## src/rtl/mini16sc_dmem_resp.sv

```systemverilog
// Data memory with a single-cycle core load/store path and a host request port
// that shares the storage. The host request port is handled by a small FSM.
// The core store always wins the write port. A host write waits in WPEND until
// a cycle with no core store, and every waiting cycle is counted in
// stall_count, which saturates at 255.
// Optional build macro: MINI16SC_DMEM_WFWD_EN
//   defined   - a core load that hits the address being stored in the same
//               cycle returns the new data (write-first).
//   undefined - the same collision returns the old stored word (read-first).
//
// state | meaning
// IDLE  | host_ready high (once out of reset); accept a host read or write
// WPEND | host write latched; lands on the first cycle without a core store
// RD    | host read address latched; read it on the second read port
// RESP  | host_rvalid pulse; host_rdata holds the read word
module mini16sc_dmem_resp #(
  parameter int WIDTH_D = 16,
  parameter int DEPTH_D = 8
) (
  input  logic               clk,
  input  logic               reset,
  input  logic [DEPTH_D-1:0] mem_d_r_addr,
  output logic [WIDTH_D-1:0] mem_d_r_data,
  input  logic [DEPTH_D-1:0] mem_d_w_addr,
  input  logic [WIDTH_D-1:0] mem_d_w_data,
  input  logic               mem_d_we,
  input  logic               host_valid,
  output logic               host_ready,
  input  logic               host_we,
  input  logic [DEPTH_D-1:0] host_addr,
  input  logic [WIDTH_D-1:0] host_wdata,
  output logic               host_rvalid,
  output logic [WIDTH_D-1:0] host_rdata,
  output logic [7:0]         stall_count
);

  localparam int WORDS = 1 << DEPTH_D;

  typedef enum logic [1:0] {IDLE, WPEND, RD, RESP} state_t;

  state_t             state, state_nxt;
  logic               ready_en;
  logic [DEPTH_D-1:0] h_addr;
  logic [WIDTH_D-1:0] h_wdata;
  logic               accept;
  logic               host_wr_go;
  logic               core_fwd;
  logic               rd_fwd;
  logic [WIDTH_D-1:0] mem [WORDS];

  assign accept = host_valid && host_ready;

  // A core store that lands on the same edge as the host read is still returned.
  assign rd_fwd = mem_d_we && (mem_d_w_addr == h_addr);

`ifdef MINI16SC_DMEM_WFWD_EN
  assign core_fwd = mem_d_we && (mem_d_w_addr == mem_d_r_addr);
`else
  assign core_fwd = 1'b0;
`endif

  // Host FSM next-state and outputs; ready is held low until the first edge after reset.
  always_comb begin
    state_nxt   = state;
    host_ready  = 1'b0;
    host_rvalid = 1'b0;
    host_wr_go  = 1'b0;
    case (state)
      IDLE: begin
        host_ready = ready_en;
        if (host_valid && ready_en) state_nxt = host_we ? WPEND : RD;
      end
      WPEND: begin
        if (!mem_d_we) begin
          host_wr_go = 1'b1;
          state_nxt  = IDLE;
        end
      end
      RD:      state_nxt = RESP;
      RESP: begin
        host_rvalid = 1'b1;
        state_nxt   = IDLE;
      end
      default: state_nxt = IDLE;
    endcase
  end

  // Host FSM state, latched request, stall counter and host read data.
  always_ff @(posedge clk or negedge reset) begin
    if (!reset) begin
      state       <= IDLE;
      ready_en    <= 1'b0;
      h_addr      <= '0;
      h_wdata     <= '0;
      stall_count <= '0;
      host_rdata  <= '0;
    end else begin
      state    <= state_nxt;
      ready_en <= 1'b1;
      if (accept) begin
        h_addr  <= host_addr;
        h_wdata <= host_wdata;
      end
      if (state == WPEND && mem_d_we && stall_count != 8'hFF)
        stall_count <= stall_count + 8'd1;
      if (state == RD)
        host_rdata <= rd_fwd ? mem_d_w_data : mem[h_addr];
    end
  end

  // Storage write port: the core store has priority; contents survive reset.
  always_ff @(posedge clk) begin
    if (mem_d_we)
      mem[mem_d_w_addr] <= mem_d_w_data;
    else if (host_wr_go)
      mem[h_addr] <= h_wdata;
  end

  // Core load port with one cycle of latency.
  always_ff @(posedge clk or negedge reset) begin
    if (!reset)
      mem_d_r_data <= '0;
    else if (core_fwd)
      mem_d_r_data <= mem_d_w_data;
    else
      mem_d_r_data <= mem[mem_d_r_addr];
  end

endmodule

```

## config.mk

```make
export PLATFORM = sky130hd
export DESIGN_NAME = mini16sc_dmem_resp
export DESIGN_NICKNAME = d
export VERILOG_FILES = /design/src/rtl/mini16sc_dmem_resp.sv
export SDC_FILE = /design/constraint.sdc
export NUM_CORES = 2
export LEC_CHECK = 0
export CORE_MARGIN = 2
export CORE_UTILIZATION = 55
export DETAILED_ROUTE_END_ITERATION = 10
export PLACE_DENSITY = 0.73
export SLEW_MARGIN = 40
export SYNTH_ARGS = -nofsm -noshare
export SYNTH_HDL_FRONTEND = slang
export SYNTH_SLANG_ARGS = --single-unit
```

## constraint.sdc

```tcl
create_clock -name clk -period 5.64 [get_ports clk]
set_input_delay 1.41 -clock clk [delete_from_list [all_inputs] [get_ports clk]]
set_output_delay 1.41 -clock clk [all_outputs]
set_load 0.02 [all_outputs]
```

==> flow_summary.yaml <==
drt:
  drt_iter0_markers: 19500
  drc: 0
  drtAntennaViolNets: 0
  dr.pass1.iters: 8
  wl_per_cell_um: 43.4
  num_vias: 112000
  routed_wl_mm: 638
  viasPerCell: 7.62
final_layout:
  nNetsFinal: 9727
  layoutNonFillerInstCount: 14700
  area_delta_synth_final_pct: 13.7
  final_layout_size_suffix_gt1_frac: 0.402
global_route:
  grt_pass1_vias: 111000
  globalRouteOverflowTotal: 0
  grt_pass1_wl_mm: 879
  grt_start_max_net_pins: 133
  gr-usage-all-layers: 0.361
  antenna_found_initial: 65
synth:
  synth_common_cells: "edfxtp_1, mux4_2, mux2i_1, clkbuf_1, nor2_1"
  seq_area_frac_synth: 0.650
  yosys.area.top_type: "edfxtp_1"
  synth_area_um2: 192000
  yosysUniqueCellTypes: 59
  async_reset_ff_frac: 0.0161
  syn_inst: 9107
  synth_edf_count: 4096
  netlist_top_cells_area: "edfxtp_1, mux4_2, mux2i_1"
  synthFlopType: "edfxtp_1"
  yosysWarnings: 0
  synth_top_area_frac: 0.641
  synth_most_common_cell: "edfxtp_1"
  avgSynthCellArea_um2: 21.1
  ys_ff_latch: 4163
  synth_nets: 9169
sta:
  rsz0062_at_grt: "no"
  max_slew_margin: 0.267
  post-route-period-util: 0.835
  finalHoldViolations: 0
  fin_worst_skew_ns: 0.0967
  worst_pin_slew_ns: 1.10
  fin_crit_ns: 4.71
  fmax_mhz: 212
  finalSetupTns_ns: 0
  setup-violations-final: 0
  drv_slew: 0
placement:
  place_hpwl_mm: 407
  dpl.cell_count: 13800
  port_buffers: 102
  globalplace.congestion: 0.986
clock_network:
  cts.clk_slew.worst_paths_ns: 0.06
  clk_path_buf_depth: 4
  htreeDepth: 5
  cts_resized: 0
  cts_root_buf: "clkbuf_16"
  clock_latency_ns: 1.04
  cts_tree: "done"
  postCtsHoldBufs: 0
  cts_buffers: 433
  postCtsSetupBuffers: 0
  cts_sinks: 4163
worst_setup_path:
  r2r-end: "host_rdata[9]$_DFFE_PN0P_"
  path_class: "flop to flop"
  rrSetupSlack_ns: 0.93
  worstPathRequired_ns: 6.59
  cp.arrival_ns: 5.66
  cp-end-kind: "flop"
  cp-start-kind: "flop"
  r2r_cells: 7
  r2r_start: "h_addr[1]$_DFFE_PN0P_"
  worstPathMaxFanout: 35
floorplan:
  start_util: 0.554
  coreArea_um2: 347000
  row_count: 216
  fp.dieArea_um2: 354000
  die_h_um: 595
  die_w_um: 595
  pin_count: 103
power_and_ir_drop:
  ir_drop_mv: 0.392
  p_per_area_nw_per_um2: 438
  p_leak_nw: 68.4
status:
  status: "complete, no violations"
min_path:
  worstHoldPathType: "primary input to asynchronous set/reset pin"
job:
  drv_cap: 0
per-stage QoR:
stage	util	hold WS [ns]	setup slack [ns]	instance area (um^2)	total power (W)
final	0.629	0.377	0.933	218000	0.0957
after global routing	0.629	0.389	0.944	218000	0.0975
after CTS	0.628	0.361	1.15	218000	0.0947
after detailed placement	0.587	0.496	0.574	204000	0.0660
after global placement	0.586	0.474	0.165	203000	0.0655
after floorplan	-	0.477	-0.625	192000	0.0554
critical path: stages, from the launching register on:
cell and delay (ns):
dfrtp_4 0.98, nand2_4 0.54, o221ai_1 0.84, nor2_1 0.11, nor3_1 0.72, nand4b_1 0.52
or4_1 0.74, nand3_1 0.12
registers in the layout, indices dropped and copies added (netlist names):
| register | flops |
|---|---|
| mem | 4096 |
| h_wdata | 16 |
| host_rdata | 16 |
| mem_d_r_data | 16 |
| h_addr | 8 |
| stall_count | 8 |
| state | 2 |
| ready_en | 1 |
power breakdown:
group | switching, W | leakage (nW) | internal, W
clock | 0.0123 | 7.03 | 0.0169
combinational | 0.0180 | 23.6 | 0.0114
sequential | 0.000674 | 37.7 | 0.0364
cells in the final DEF, fill, tap and decap left out, types with 24 or more instances in the layout:
| cell type | instances |
|---|---|
| edfxtp_1 | 4096 |
| mux4_2 | 2252 |
| buf_4 | 624 |
| clkbuf_16 | 442 |
| mux2i_1 | 355 |
| nor2_2 | 224 |
| nand2_1 | 213 |
| a22oi_1 | 192 |
| a21oi_1 | 133 |
| buf_12 | 127 |
| diode_2 | 100 |
| nor2_1 | 97 |
| clkdlybuf4s50_1 | 97 |
| o22ai_1 | 93 |
| clkinv_1 | 93 |
| clkbuf_1 | 86 |
| clkinv_2 | 81 |
| o221ai_1 | 63 |
| dfrtp_1 | 61 |
| mux2_2 | 58 |
| bufinv_16 | 51 |
| a2111oi_0 | 39 |
| nor3_1 | 37 |
| o21ai_0 | 34 |
| nand3_1 | 32 |
| nand4_1 | 29 |
| a21oi_2 | 26 |
| a211oi_1 | 24 |
cells by family (layout without fill, tap and decap cells):
kind of cell / after synthesis / after routing / synth area share
AO/OA/AOI/OAI: 712 / 712 / 0.0255
buffers and inverters: 742 / 1674 / 0.0189
adder cells (fa/ha/maj): 1 / 1 / 0.0000652
flip-flops: 4163 / 4163 / 0.650
other: 1 / 101 / 0.0000195
multiplexers: 2665 / 2665 / 0.286
AND/OR/NAND/NOR: 808 / 808 / 0.0190
XOR/XNOR: 15 / 15 / 0.000685
metal layers:
metal,up-vias,share of wire,track usage
met3,1930,0.15,0.122
met2,9737,0.45,0.532
li1,41400,-,-
met5,-,0.00043,0
met4,40,0.072,0.218
met1,59000,0.32,0.469
how the worst max path moves through the flow:
stage | cells after the start | startpoint | endpoint | slack [ns]
floorplan | 6 | mem_d_we | mem[0][10]$_DFFE_PP_ | -0.63
global placement | 6 | mem_d_r_addr[3] | mem_d_r_data[0]$_DFF_PN0_ | 0.16
detailed placement | 8 | mem_d_r_addr[0] | mem_d_r_data[5]$_DFF_PN0_ | 0.57
CTS | 12 | h_addr[0]$_DFFE_PN0P_ | host_rdata[9]$_DFFE_PN0P_ | 1.15
global route | 13 | h_addr[0]$_DFFE_PN0P_ | host_rdata[2]$_DFFE_PN0P_ | 0.94
finish | 7 | h_addr[1]$_DFFE_PN0P_ | host_rdata[9]$_DFFE_PN0P_ | 0.93
area by class of cell:
| cell class | instances | area (um^2) |
|---|---|---|
| inverters | 5 | 32.5 |
| clock inverters | 261 | 2690 |
| diodes | 100 | 250 |
| multi-input cells | 4202 | 64700 |
| clock buffers | 548 | 11700 |
| well taps | 4578 | 5730 |
| fillers | 22900 | 129000 |
| flip-flops and latches | 4163 | 125000 |
| repair buffers | 860 | 8420 |
(Power assumes the default switching activity.)
